[src/rtl/reaction_game_ctrl.sv]
// Reaction-timer sequencer: random wait, GO lamp, BCD reaction count, highscore.
// Optional false-start detection is enabled by defining REACTION_FALSE_START_EN.
module reaction_game_ctrl #(
  parameter int RAND_W    = 16,
  parameter int DELAY_MIN = 500
) (
  input  logic              clk,
  input  logic              reset,
  input  logic              tick,
  input  logic              start,
  input  logic              stop,
  input  logic              score_clr,
  input  logic [RAND_W-1:0] rand_val,
  output logic [9:0]        led,
  output logic [15:0]       react_bcd,
  output logic [15:0]       best_bcd,
  output logic              new_best,
  output logic [2:0]        state
);

  localparam logic [2:0] IDLE  = 3'd0;
  localparam logic [2:0] WAIT  = 3'd1;
  localparam logic [2:0] GO    = 3'd2;
  localparam logic [2:0] DONE  = 3'd3;
  localparam logic [2:0] FAULT = 3'd4;

  localparam int CW = RAND_W + 1;

  localparam logic [15:0] BCD_MAX = 16'h9999;

  logic [CW-1:0] waitCnt;
  logic [CW-1:0] target;
  logic [CW-1:0] waitNext;
  logic [15:0]   reactInc;

  // Digit-wise increment; the caller never feeds 9999 so no wrap handling.
  function automatic logic [15:0] bcdInc(input logic [15:0] v);
    logic [15:0] r;
    logic        carry;
    r     = v;
    carry = 1'b1;
    for (int i = 0; i < 4; i++) begin
      if (carry) begin
        if (r[i*4 +: 4] == 4'd9) begin
          r[i*4 +: 4] = 4'd0;
        end else begin
          r[i*4 +: 4] = r[i*4 +: 4] + 4'd1;
          carry       = 1'b0;
        end
      end
    end
    return r;
  endfunction

  assign waitNext = waitCnt + CW'(1);
  assign reactInc = (react_bcd == BCD_MAX) ? BCD_MAX : bcdInc(react_bcd);

  always_ff @(posedge clk) begin
    if (reset) begin
      state     <= IDLE;
      led       <= 10'h000;
      react_bcd <= 16'h0000;
      best_bcd  <= BCD_MAX;
      new_best  <= 1'b0;
      waitCnt   <= '0;
      target    <= '0;
    end else begin
      new_best <= 1'b0;
      if (start) begin
        state     <= WAIT;
        led       <= 10'h000;
        target    <= CW'(DELAY_MIN) + CW'(rand_val);
        waitCnt   <= '0;
        react_bcd <= 16'h0000;
      end else begin
        case (state)
          IDLE, DONE: ;
          WAIT: begin
`ifdef REACTION_FALSE_START_EN
            if (stop) begin
              state     <= FAULT;
              led       <= 10'h2AA;
              react_bcd <= BCD_MAX;
            end else
`endif
            if (tick) begin
              waitCnt <= waitNext;
              if (waitNext == target) begin
                state <= GO;
                led   <= 10'h3FF;
              end
            end
          end
          GO: begin
            if (stop) begin
              state <= DONE;
              led   <= 10'h001;
              // score_clr owns best_bcd this cycle, so no pulse either
              if ((react_bcd < best_bcd) && !score_clr) begin
                best_bcd <= react_bcd;
                new_best <= 1'b1;
              end
            end else if (tick) begin
              react_bcd <= reactInc;
              if (reactInc == BCD_MAX) begin
                state <= DONE;
                led   <= 10'h001;
              end
            end
          end
`ifdef REACTION_FALSE_START_EN
          FAULT: ;
`endif
          default: begin
            state <= IDLE;
            led   <= 10'h000;
          end
        endcase
      end
      if (score_clr) best_bcd <= BCD_MAX;
    end
  end

endmodule

[config.mk]
export PLATFORM = sky130hd
export DESIGN_NAME = reaction_game_ctrl
export DESIGN_NICKNAME = d
export VERILOG_FILES = /design/src/rtl/reaction_game_ctrl.sv
export SDC_FILE = /design/constraint.sdc
export NUM_CORES = 1
export LEC_CHECK = 0
export CELL_PAD_IN_SITES_DETAIL_PLACEMENT = 1
export CELL_PAD_IN_SITES_GLOBAL_PLACEMENT = 1
export CORE_MARGIN = 5
export CORE_UTILIZATION = 40
export CTS_CLUSTER_SIZE = 10
export DETAILED_ROUTE_END_ITERATION = 8
export GPL_ROUTABILITY_DRIVEN = 0
export PLACE_DENSITY_LB_ADDON = 0.1
export SKIP_LAST_GASP = 1
export SLEW_MARGIN = 20
export SYNTH_ARGS = -nofsm -noshare
export SYNTH_HDL_FRONTEND = slang
export SYNTH_SLANG_ARGS = --single-unit
export TNS_END_PERCENT = 10
[constraint.sdc]
create_clock -name clk -period 5.35 [get_ports clk]
set_clock_uncertainty 0.1 [all_clocks]
set_input_delay 0.535 -clock clk [delete_from_list [all_inputs] [get_ports clk]]
set_output_delay 0.535 -clock clk [all_outputs]
set_load 0.005 [all_outputs]
## After elaboration in Yosys (flattened, before gate mapping)

Cells that the tools add are included.

| storage, ports and cells | value |
|---|---|
| register bits | 80 |
| latch bits | 0 |
| RAM bits | 0 |
| memory bits (read-only) | 0 |
| word-level logic and storage cells | 77 |
| memories | 0 |

| operators by class | value |
|---|---|
| add/sub/neg operators | 6 |
| multiply operators | 0 |
| divide/modulo/power cells | 0 |
| order comparisons | 1 |
| equality and inequality tests | 19 |
| shift operators | 0 |
| muxes and demuxes | 27 |
| bitwise gates (word level) | 4 |
| reductions and logical operators | 12 |

Operators with widths:

| kind | number |
|---|---|
| $mux W10 | 5 |
| $eq A16 B16 Y1 const B | 2 |
| $pmux W10 S3 | 1 |
| $mux W4 | 7 |
| $add A17 B1 Y17 const B | 1 |
| $add A9 B16 Y17 const A | 1 |
| $eq A17 B17 Y1 | 1 |
| $add A4 B1 Y4 const B | 4 |
| $eq A4 B4 Y1 const B | 4 |
| $lt A16 B16 Y1 | 1 |
| $mux W16 | 1 |
| $mux W3 | 5 |
| $ne A3 B3 Y1 const B | 4 |
| $reduce_and A5 Y1 | 2 |
| $pmux W3 S3 | 1 |
| $ne A4 B4 Y1 const B | 2 |
| $mux W1 | 7 |
| $eq A3 B2 Y1 const B | 2 |
| $ne A2 B2 Y1 const B | 3 |
| $reduce_or A2 Y1 | 3 |
| $not A1 Y1 | 4 |
| $reduce_and A4 Y1 | 1 |
| $reduce_or A4 Y1 | 1 |
| $eq A3 B1 Y1 const B | 1 |
| 5 further kinds | 5 |

## Longest topological paths before layout

| logic depth | value |
|---|---|
| depth after elaboration | 12 |
| mapped depth | 10 |
| depth with buffers taken out | 10 |

## Worst setup path before layout

OpenSTA, ideal clock, no wires.

| timing path | value |
|---|---|
| path kind | register to register |
| from | register react_bcd[0] |
| to | register state[0] |
| data arrival time | 2.267 ns |
| required time | 5.128 ns |
| setup slack | 2.861 ns |
| cell stages (with the launch flop) | 10 |
| path buffers | 0 |
| period minus slack after synthesis | 2.489 ns |
| path through | dfxtp_1 ha_1 nand4b_4 nor4_4 nand3_2 nor2_2 a21oi_1 o32ai_1 o211ai_1 o311a_1 |

| on the way | value |
|---|---|
| word-level cells in the longest chain between the ends | 9 |
| elaborated cells between the ends (all ways) | 14 |
| those cells by class | add/sub (1); eq/ne (4); mux (8); reduce/logical (1) |

Ends and longest elaborated chain:

| element | RTL line | RTL |
|---|---|---|
| start: declaration | 15 | `output logic [15:0] react_bcd,` |
| start signal: assignment | 104 | `react_bcd <= reactInc;` |
| $eq A4 B4 Y1 | 44 | `if (r[i*4 +: 4] == 4'd9) begin` |
| $mux W1 | 44 |  |
| $mux W1 (2 in a row) | 43 | `if (carry) begin` |
| $mux W4 | 43 |  |
| $mux W16 * | 56 | `assign reactInc = (react_bcd == BCD_MAX) ? BCD_MAX : bcdInc(react_bcd);` |
| $eq A16 B16 Y1 * | 105 | `if (reactInc == BCD_MAX) begin` |
| $ne A4 B4 Y1 (no line) * | - |  |
| $reduce_and A5 Y1 (no line) * | - |  |
| end signal: assignment | 60 | `state <= IDLE;` |
| end signal: assignment | 106 | `state <= DONE;` |
| end signal: assignment | 115 | `state <= IDLE;` |
| end: declaration | 18 | `output logic [2:0] state` |

Mark *: on every way between the ends. The rest lies on a longest branch, timed or not.
A chain may end at the register's enable or synchronous reset.

## Final worst setup path

Ends and elaborated chain as after synthesis.

==> results.cfg <==
[placed_design]
portBuffers = 66
place_ws_ns = 2.171
dpl.hpwl_mm = 8.724

[sta]
fmax_ghz = 0.3262
tightest_slew_ns = 0.7875
rsz0062_at_grt = false
fin_crit_ns = 3.066
setup_tns_ns = 0
setup_viol = 0
max-slew-margin-rel_pct = 47.50
setup_slack_ns = 2.284
hold_viol = 0
drv_slew = 0
period_share_pct = 57.30

[pwr]
leakage_nw = 1.894
power_mw = 1.064
cellPowerDensity_nw_per_um2 = 210.6
peakVddDrop_mv = 0.1311

[synth]
ys_ff_latch = 70
synth_area_leader_cell = dfxtp_1
yosysWarnings = 0
synth.yosys.seq_area_share_pct = 32.99
async_reset_ff_share_pct = 0
synth_nets = 564
yosys_most_used_dff = dfxtp_1
ys_top_cells_by_count = 76 x nor2_1, 70 x dfxtp_1, 35 x nand2_1, 32 x xnor2_1, 29 x inv_1
synth_most_common_cell = nor2_1
netlist_instances = 520
synth_top_area_share_pct = 32.99
synth_edf_count = 0
synthTopCellsByArea = dfxtp_1 33%, nor2_1 6.7%, xnor2_1 6.6%, ha_1 6.5%, xor2_1 4.7%
synth.avg_cell_area_um2 = 8.169
synth_area_um2 = 4248
ys_types = 59

[cts]
cts_hold_buffers = 0
h-tree-depth = 3
cts-buffers-inserted = 9
cts_resized = 0
clock-root-buffer = clkbuf_8
cts_tree = built
path_clk_slew_ns = 0.08
clk_latency_ns = 0.34
cts_max_path_buffers = 2
cts_setup_buffers = 0
clkSinkCount = 70

[global_routing]
gr-usage-all-layers_pct = 18.17
grt-ovfl-total = 0
grt_pass1_wl_mm = 18.97
antenna_found_initial = 0
grt_max_degree = 36
grt_pass1_vias = 3752

[die]
initial_utilization_pct = 41.15
placementRows = 37
die_x_um = 113.1
die_h_um = 113.1
dieArea_um2 = 12780
io_pins = 68
core_um2 = 10320

[critical_path]
r2r_cells = 9
worstSetupPathType = flop to flop
crit_required_ns = 5.47
cpMaxStageDelayCell = dfxtp_1
r2r_setup_slack_ns = 2.28
critPathCaptureType = flop
worst_ep_arrival_time_ns = 3.19
crit_fanout = 9
r2r_end = state[0]$_SDFFE_PP0P_
start_kind = flop
r2r_start = react_bcd[0]$_SDFFE_PP0P_
path_cells = ha_1, nand4b_4, nor4_4, nand3_2, nor2_2, a21oi_1, o32ai_1, o211ai_1, o311a_1
max_stage_delay_ns = 0.48

[final_layout]
fin_nets = 606
area_growth_pct = 19.00
drive_gt1_share_pct = 5.310
diodes = 0
nFillCells = 1262

[drt]
drc = 0
vias = 3688
detail-route-antenna-nets = 0
drt-pass1-iter-count = 4
routed_via_density = 5.261
routed_wirelength_mm = 11.30
wl_per_cell_um = 16.12
drt_iter0_drc = 100

[status]
outcome = finished, final reports clean

[worst_hold_path]
min_to = target[12]$_SDFFE_PP0P_
hold_class = flop to flop
hold_depth = 2
hp-start = target[12]$_SDFFE_PP0P_

[run]
drv_cap = 0
==> cells in the final DEF, fill, tap and decap left out, types with 10 or more instances in the layout <==
master           instances
nand2_1                 35
nor2_1                  76
nand3_1                 23
dfxtp_1                 70
inv_1                   29
a211oi_1                10
xnor2_1                 32
ha_1                    22
nor4_1                  11
o21ai_0                 18
a21oi_1                 19
clkdlybuf4s50_1         66
xor2_1                  23
clkbuf_8                12
nor3_1                  13
mux2i_1                 13
==> where the power goes <==
part	leakage, nW	total, mW	internal [mW]	switching [mW]
clock network	0.0914	0.398	0.201	0.196
registers	0.568	0.547	0.533	0.0142
logic	1.23	0.120	0.0597	0.0601
total	1.89	1.06	0.794	0.271
==> per-layer routing <==
layer | routed length (µm) | GRT usage, %
met1 | 4829 | 21.25
met2 | 6052 | 34.40
met3 | 298 | 3.155
met4 | 121 | 3.926
met5 | 0 | 0
==> sequential cells by signal, indices dropped and copies added, names as in the netlist <==
register	flops
best_bcd	16
target	17
led	2
waitCnt	17
react_bcd	16
state	1
new_best	1
==> worst max path at each step <==
stage	startpoint	to	slack [ns]	cells past startpoint
floorplan	react_bcd[0]$_SDFFE_PP0P_	state[0]$_SDFFE_PP0P_	2.86	9
global placement	start	best_bcd[12]$_SDFFE_PP1P_	2.24	8
detailed placement	start	best_bcd[15]$_SDFFE_PP1P_	2.17	8
CTS	react_bcd[0]$_SDFFE_PP0P_	state[0]$_SDFFE_PP0P_	2.25	9
global route	react_bcd[0]$_SDFFE_PP0P_	led[0]$_SDFFE_PP0P_	1.88	9
finish	react_bcd[0]$_SDFFE_PP0P_	state[0]$_SDFFE_PP0P_	2.28	9
==> worst max-delay path, delay by kind of cell (launching register included) <==
family,cells,cell delay [ns]
AOI/OAI and AO/OA,4,0.91
DFF,1,0.48
and+or+nand+nor,4,1.13
adders and majority gates,1,0.33
==> per-stage QoR <==
step | utilization [%] | hold slack, ns | std cells | instance area [µm²]
after floorplan | - | 0.3713 | 520 | 4248
after global placement | 47.28 | 0.3982 | 687 | 4881
after detailed placement | 47.28 | 0.3930 | 687 | 4881
after CTS | 48.96 | 0.4037 | 701 | 5055
after global routing | 48.96 | 0.4142 | 701 | 5055
final | 48.96 | 0.3992 | 701 | 5055
==> final cells by class <==
cell class                      count  area, µm²  area share [%]
Clock buffer                       13      168.9           3.342
Clock inverter                      1      5.005         0.09901
Inverter                           29      108.9           2.153
Multi-Input combinational cell    384       2525           49.95
Sequential cell                    70       1401           27.72
Tap cell                          136      170.2           3.366
Timing Repair Buffer               68      675.6           13.37
==> kinds of logic after synthesis <==
| logic type | after synthesis | synth area share, % |
|---|---|---|
| buf+inv | 66 | 7.658 |
| fa+ha+maj | 22 | 6.480 |
| xor+xnor | 55 | 11.34 |
| flops | 70 | 32.99 |
| other cells | 1 | 0.08828 |
| compound gates | 83 | 12.78 |
| mux | 13 | 3.063 |
| simple gates | 210 | 25.60 |
No activity file was read; power rests on OpenSTA's default activity.
